`src/rtl/wb_regfile.sv`:
```
// Y86-64 writeback stage: commits valE/valM to the 15-entry register file, serves the two decode read
// ports, and runs the RUN/STOP status FSM plus retired/cycle counters.
module wb_regfile #(
    parameter logic [63:0] RSP_INIT = 64'h0,
    parameter bit          BYPASS   = 1'b0,
    parameter int          CNT_W    = 32
) (
    input  logic             clk,
    input  logic             rst,
    input  logic [1:0]       W_stat,
    input  logic [3:0]       W_icode,
    input  logic [63:0]      W_valE,
    input  logic [63:0]      W_valM,
    input  logic [3:0]       W_dstE,
    input  logic [3:0]       W_dstM,
    input  logic [3:0]       d_srcA,
    input  logic [3:0]       d_srcB,
    output logic [63:0]      d_rvalA,
    output logic [63:0]      d_rvalB,
    output logic [1:0]       cpu_stat,
    output logic             halted,
    output logic [CNT_W-1:0] retired_cnt,
    output logic [CNT_W-1:0] cycle_cnt
);
    typedef enum logic {RUN = 1'b0, STOP = 1'b1} state_t;

    localparam logic [1:0]       STAT_AOK = 2'd0;
    localparam logic [3:0]       REG_NONE = 4'hF;
    localparam logic [3:0]       I_NOP    = 4'h1;
    localparam logic [CNT_W-1:0] CNT_ONE  = {{(CNT_W-1){1'b0}}, 1'b1};

    state_t           state_q, state_d;
    logic [1:0]       cpu_stat_q;
    logic [CNT_W-1:0] retired_q, cycle_q;
    logic [63:0]      regs_q [0:14];
    logic             running, commit;

    // FSM: state register
    always_ff @(posedge clk) begin
        if (rst) state_q <= RUN;
        else     state_q <= state_d;
    end

    // FSM: next state; STOP is absorbing until reset
    always_comb begin
        state_d = state_q;
        if (state_q == RUN && W_stat != STAT_AOK) state_d = STOP;
    end

    // FSM: outputs
    always_comb begin
        running = (state_q == RUN);
        halted  = (state_q == STOP);
        commit  = running && (W_stat == STAT_AOK);
    end

    always_ff @(posedge clk) begin
        if (rst) begin
            cpu_stat_q <= STAT_AOK;
            retired_q  <= '0;
            cycle_q    <= '0;
        end else if (running) begin
            cycle_q <= cycle_q + CNT_ONE;
            if (W_stat != STAT_AOK) cpu_stat_q <= W_stat;
            if (commit && W_icode != I_NOP) retired_q <= retired_q + CNT_ONE;
        end
    end

    // The dstM write is issued last so it wins when dstE == dstM.
    always_ff @(posedge clk) begin
        if (rst) begin
            for (int i = 0; i < 15; i++) regs_q[i] <= (i == 4) ? RSP_INIT : 64'h0;
        end else if (commit) begin
            if (W_dstE != REG_NONE) regs_q[W_dstE] <= W_valE;
            if (W_dstM != REG_NONE) regs_q[W_dstM] <= W_valM;
        end
    end

    function automatic logic [63:0] read_port(input logic [3:0] idx);
        logic [63:0] val;
        val = 64'h0;
        if (idx != REG_NONE) begin
            val = regs_q[idx];
            if (BYPASS && commit) begin
                if (idx == W_dstM)      val = W_valM;
                else if (idx == W_dstE) val = W_valE;
            end
        end
        return val;
    endfunction

    always_comb begin
        d_rvalA = read_port(d_srcA);
        d_rvalB = read_port(d_srcB);
    end

    assign cpu_stat    = cpu_stat_q;
    assign retired_cnt = retired_q;
    assign cycle_cnt   = cycle_q;
endmodule
```
`config.mk`:
```
export PLATFORM = sky130hd
export DESIGN_NAME = wb_regfile
export DESIGN_NICKNAME = d
export VERILOG_FILES = /design/src/rtl/wb_regfile.sv
export SDC_FILE = /design/constraint.sdc
export NUM_CORES = 2
export LEC_CHECK = 0
export CORE_UTILIZATION = 61
export DETAILED_ROUTE_END_ITERATION = 12
export PLACE_DENSITY = 0.84
export SETUP_SLACK_MARGIN = 0.3
export SLEW_MARGIN = 15
export SYNTH_ARGS = -nofsm -noshare
export SYNTH_HDL_FRONTEND = slang
export SYNTH_SLANG_ARGS = --single-unit
export TNS_END_PERCENT = 10
```
`constraint.sdc`:
```
create_clock -name clk -period 10.91 [get_ports clk]
set_clock_uncertainty 0.05 [all_clocks]
set_input_delay 2.182 -clock clk [delete_from_list [all_inputs] [get_ports clk]]
set_output_delay 2.182 -clock clk [all_outputs]
set_load 0.05 [all_outputs]
```
### Yosys cells after proc, flatten, opt, wreduce, memory -nomap -nowiden

Memory sizes are Yosys's and may differ from the RTL's.
Cells that the tools add are included.

* memories: 1
* bits in registers: 67
* bits in writable memories: 960
* word-level logic and storage cells: 40

* muxes and demuxes: 18
* bitwise gates (word level): 1
* eq/ne operators: 5
* add/subtract/negate cells: 2
* reduce and logical (&&, ||, !) cells: 9

Memories
* regs_q: words 15, width 64, rd ports 2, clocked after Yosys merged registers in 0, wr ports 15, RTL line 35 `logic [63:0] regs_q [0:14];`

Operators by type and width (count)
* $mux 64: 4
* $reduce_or 64->1: 2
* $add 32x1->32 const B: 2
* $ne 4x4->1 const B: 4
* $mux 1: 12
* $mux 4: 2
* $ne 4x1->1 const B: 1
* $reduce_and 2->1: 2
* $logic_and 1x1->1: 3
* $logic_not 2->1: 1
* $reduce_bool 2->1: 1
* $not 1->1: 1

### Depth between registers and ports, before layout

* word-level depth: 7
* depth in mapped cells: 8
* depth with buffers taken out: 5

### Worst setup path before layout

OpenSTA, ideal clock, no wires.

* kind: input -> register
* from: in W_stat[1]
* to: mem regs_q[3][0] (enable)
* cell stages on the path: 4
* setup time: 574 ps
* path buffers: 1
* arrival time: 7588 ps
* path slack: 2697 ps
* cell sequence: nor4_4 -> or3b_1 -> buf_2 -> o21ai_0

RTL lines
* from (decl): RTL line 10 `input logic [1:0] W_stat,`
* to (decl): RTL line 35

### Final worst setup path

* from: in d_srcB[2]
* to: out d_rvalB[63]

* longest elaborated chain between the ends: 2

Ends and longest elaborated chain
* from (decl): RTL line 17 `input logic [3:0] d_srcB,`
* $mem_v2 15x64 or $ne 4x4->1 (tied branches)
* $mux 64 (*): RTL line 82 `if (idx != REG_NONE) begin`
* to (decl): RTL line 19 `output logic [63:0] d_rvalB,`

Every way passes the cells marked *; elsewhere a longest branch is shown, timed or not.

==> impl_metrics.env <==
export IMPL_syn_avg_cell_area_um2=14.29
export IMPL_final_layout_size_suffix_gt1_frac=0.1687
export IMPL_synth_cell_types=55
export IMPL_dieHeight_um=316.0
export IMPL_n_fill_cell=6062
export IMPL_r2r_cells=6
export IMPL_gp_congestion=0.8666
export IMPL_required_ns=8.68
export IMPL_seq_area_mm2=0.03209
export IMPL_drv_cap=0
export IMPL_initial_utilization=0.6191
export IMPL_power_density_mw_per_mm2=150.7
export IMPL_internal_power_mw=7.430
export IMPL_setup_viol=0
export IMPL_via_per_inst=8.400
export IMPL_cp_slowest_cell="clkdlybuf4s50_1"
export IMPL_synth_seq_area_share=0.5336
export IMPL_htreeDepth=3
export IMPL_track_usage=0.4125
export IMPL_cp_end_kind="output pin"
export IMPL_period_share=0.7783
export IMPL_hp_class="register to register"
export IMPL_leakage_nw=23.07
export IMPL_io_buffers=346
export IMPL_cts_tree="done"
export IMPL_first_iter_violations=8674
export IMPL_reg2reg_from="halted"
export IMPL_grt_busiest_layer="met2"
export IMPL_grt_pass1_vias=45660
export IMPL_syn_instance_count=4209
export IMPL_ant_nets=0
export IMPL_hold_violations=0
export IMPL_hold_buffers=0
export IMPL_grt_pass1_wl_mm=297.7
export IMPL_cp_max_fo=83
export IMPL_slowest_delay_ns=0.96
export IMPL_num_vias=46860
export IMPL_clk_latency_ns=0.72
export IMPL_fin_tns_setup_ns=0
export IMPL_rsz0062_at_grt="no"
export IMPL_reg2reg_to="regs_q[8][44]"
export IMPL_ioPinCount=347
export IMPL_hp_start="cpu_stat[0]"
export IMPL_clockRootBuffer="clkbuf_16"
export IMPL_peakVddDrop_mv=0.1320
export IMPL_die_x_um=316.0
export IMPL_use_met2=0.5940
export IMPL_drv_slew=0
export IMPL_clkTransAtPathRegs_ns=0.06
export IMPL_hpwlAfterDp_mm=110.4
export IMPL_wire_per_inst_um=37.59
export IMPL_critPathArrivalTime_ns=6.26
export IMPL_drc=0
export IMPL_fin_ws_ns=2.419
export IMPL_final_cell_mix="edfxtp_1, a22o_1, mux4_2, clkdlybuf4s50_1, mux2i_1"
export IMPL_tightest_slew_ns=1.352
export IMPL_numCtsBuffers=112
export IMPL_crit_chain="buf_6, buf_4, nor2_4, buf_4, a221oi_1, a21oi_1, o21ai_0, clkdlybuf4s50_1"
export IMPL_worst_hold_slack_ns=0.4480
export IMPL_cp_common_cell="buf_4"
export IMPL_switching_share=0.2713
export IMPL_r2r_setup_slack_ns=6.18
export IMPL_multi_input_area_mm2=0.02599
export IMPL_outcome="finished clean"
export IMPL_ys_ff_latch=1091
export IMPL_dr_pass1_iters=7
export IMPL_dieArea_mm2=0.09985
export IMPL_post_cts_resized=0
export IMPL_p_total_mw=10.20
export IMPL_post_cts_setup_buffers=0
export IMPL_synth_ff_type="edfxtp_1"
export IMPL_synth_warnings=0
export IMPL_fin_crit_ns=8.491
export IMPL_crit_type="input port to output pin"
export IMPL_layout_cells_most_common="edfxtp_1"
export IMPL_grtUsageMet1=0.5387
export IMPL_antenna_found_initial=18
export IMPL_combPwrFrac=0.145
export IMPL_worst_setup_path_start_kind="input port"
export IMPL_place_ws_ns=2.692
export IMPL_p_clk_frac=0.379
export IMPL_cts_buffer_depth=3
export IMPL_core_mm2=0.09714
export IMPL_syn2layout_area_growth_pct=12.52
export IMPL_utilization=0.6967
export IMPL_syn_area_mm2=0.06014
export IMPL_final_nets=4352
export IMPL_switching_power_mw=2.767
export IMPL_p_seq_frac=0.476
export IMPL_worst_hold_path_num_cells=2
export IMPL_synth_edf_count=1024
export IMPL_max_clock_freq_mhz=117.8
export IMPL_grt_max_degree=100
export IMPL_row_count=114
export IMPL_clkSinkCount=1091
export IMPL_whs_endpoint="cpu_stat[0]"
export IMPL_relSlewSlack=0.09855
export IMPL_use_met3=0.1556
export IMPL_routed_wl_mm=209.7
export IMPL_async_flop_share=0
export IMPL_grt_ovfl_total=0
[metal layers]
metal  routed length [um]  vias up  part of all wire
met2                90150     5194              0.43
met5                  121        -           0.00058
met4                13880       20             0.066
met3                38370     1118              0.18
met1                67220    22670              0.32
li1                     -    17860                 -
[state kept, by name, summed over array words and instances (netlist names)]
name / flops
cycle_cnt: 32
cpu_stat: 2
halted: 1
retired_cnt: 32
regs_q: 1024
[cells in the mapped netlist (2+ instances only)]
| cell | count | area share |
|---|---|---|
| edfxtp_1 | 1024 | 0.51 |
| a22o_1 | 960 | 0.14 |
| clkbuf_1 | 481 | 0.030 |
| mux4_2 | 384 | 0.14 |
| mux2i_1 | 257 | 0.043 |
| a21oi_1 | 168 | 0.014 |
| o21ai_0 | 142 | 0.012 |
| a221oi_1 | 128 | 0.019 |
| a32oi_1 | 128 | 0.019 |
| buf_2 | 74 | 0.0062 |
| buf_1 | 67 | 0.0042 |
| dfxtp_1 | 67 | 0.022 |
| nor2_1 | 45 | 0.0028 |
| or4_1 | 31 | 0.0039 |
| o31ai_1 | 27 | 0.0034 |
| or3_1 | 26 | 0.0027 |
| nand2_1 | 20 | 0.0012 |
| nand4_1 | 20 | 0.0021 |
| nor3_1 | 18 | 0.0015 |
| nand3_1 | 17 | 0.0014 |
| xnor2_1 | 14 | 0.0020 |
| inv_1 | 12 | 0.00075 |
| nor4_1 | 12 | 0.0012 |
| buf_6 | 9 | 0.0017 |
| nor2b_1 | 8 | 0.00083 |
| nand2b_1 | 6 | 0.00062 |
| and3_1 | 5 | 0.00052 |
| and4_1 | 5 | 0.00073 |
| nor3_2 | 5 | 0.00083 |
| buf_4 | 4 | 0.00050 |
| mux2_2 | 4 | 0.00075 |
| nor4_4 | 4 | 0.0014 |
| xor2_1 | 4 | 0.00058 |
| a31oi_1 | 3 | 0.00031 |
| nor3b_1 | 3 | 0.00037 |
| and2_1 | 2 | 0.00021 |
| ha_1 | 2 | 0.00042 |
| nor4_2 | 2 | 0.00042 |
| o21ba_2 | 2 | 0.00033 |
| o31a_1 | 2 | 0.00029 |
| or2_2 | 2 | 0.00021 |
| or3_4 | 2 | 0.00037 |
[power groups by stage]
stage,logic (mW),clock network (mW),registers (mW)
after floorplan,0.909,0,4.91
after detailed placement,1.42,0,4.93
after CTS,1.43,3.83,4.84
after global routing,1.50,3.99,4.87
final,1.48,3.87,4.85
after global placement,1.41,0,4.91
[layout make-up]
cell class,count,area share
Sequential cell,1091,0.4742
Multi-Input combinational cell,2534,0.3840
Timing Repair Buffer,447,0.06343
Clock inverter,79,0.01072
Inverter,12,0.0006656
Antenna cell,11,0.0004068
Tap cell,1276,0.02359
Clock buffer,129,0.04299
[worst max path at each step]
stage	start	end	slack (ns)	depth (start not counted)
5_1_grt	d_srcB[2]	d_rvalB[63]	2.49	8
2_1_floorplan	W_stat[1]	regs_q[3][0]	2.70	4
6_report	d_srcB[2]	d_rvalB[63]	2.42	8
3_3_place_gp	d_srcB[1]	d_rvalB[44]	2.65	7
4_1_cts	d_srcB[1]	d_rvalB[44]	2.68	7
3_5_place_dp	d_srcB[1]	d_rvalB[44]	2.69	7
[kinds of logic (layout without fill, tap and decap cells)]
logic type               Yosys count  after routing  share of synthesized area
adder cells (fa/ha/maj)            2              2                  0.0004160
XOR/XNOR                          18             18                   0.002621
AO/OA/AOI/OAI                   1562           1562                     0.2075
buffers and inverters            647            667                    0.04329
flip-flops                      1091           1091                     0.5336
multiplexers                     645            645                     0.1873
AND/OR/NAND/NOR                  243            243                    0.02515
other                              1             75                 0.00006235
[metrics by stage]
stage                     instances  cell area, um2
after detailed placement       5359           64000
final                          5579           67670
after floorplan                4272           60380
after CTS                      5567           67630
after global placement         5358           63990
after global routing           5575           67660
[critical path, delay by kind of cell]
kind	cells	cell delay, ns
simple gates	1	0.03
buf+inv	4	2.72
compound gates	3	1.29
No activity file was read; power rests on OpenSTA's default activity.
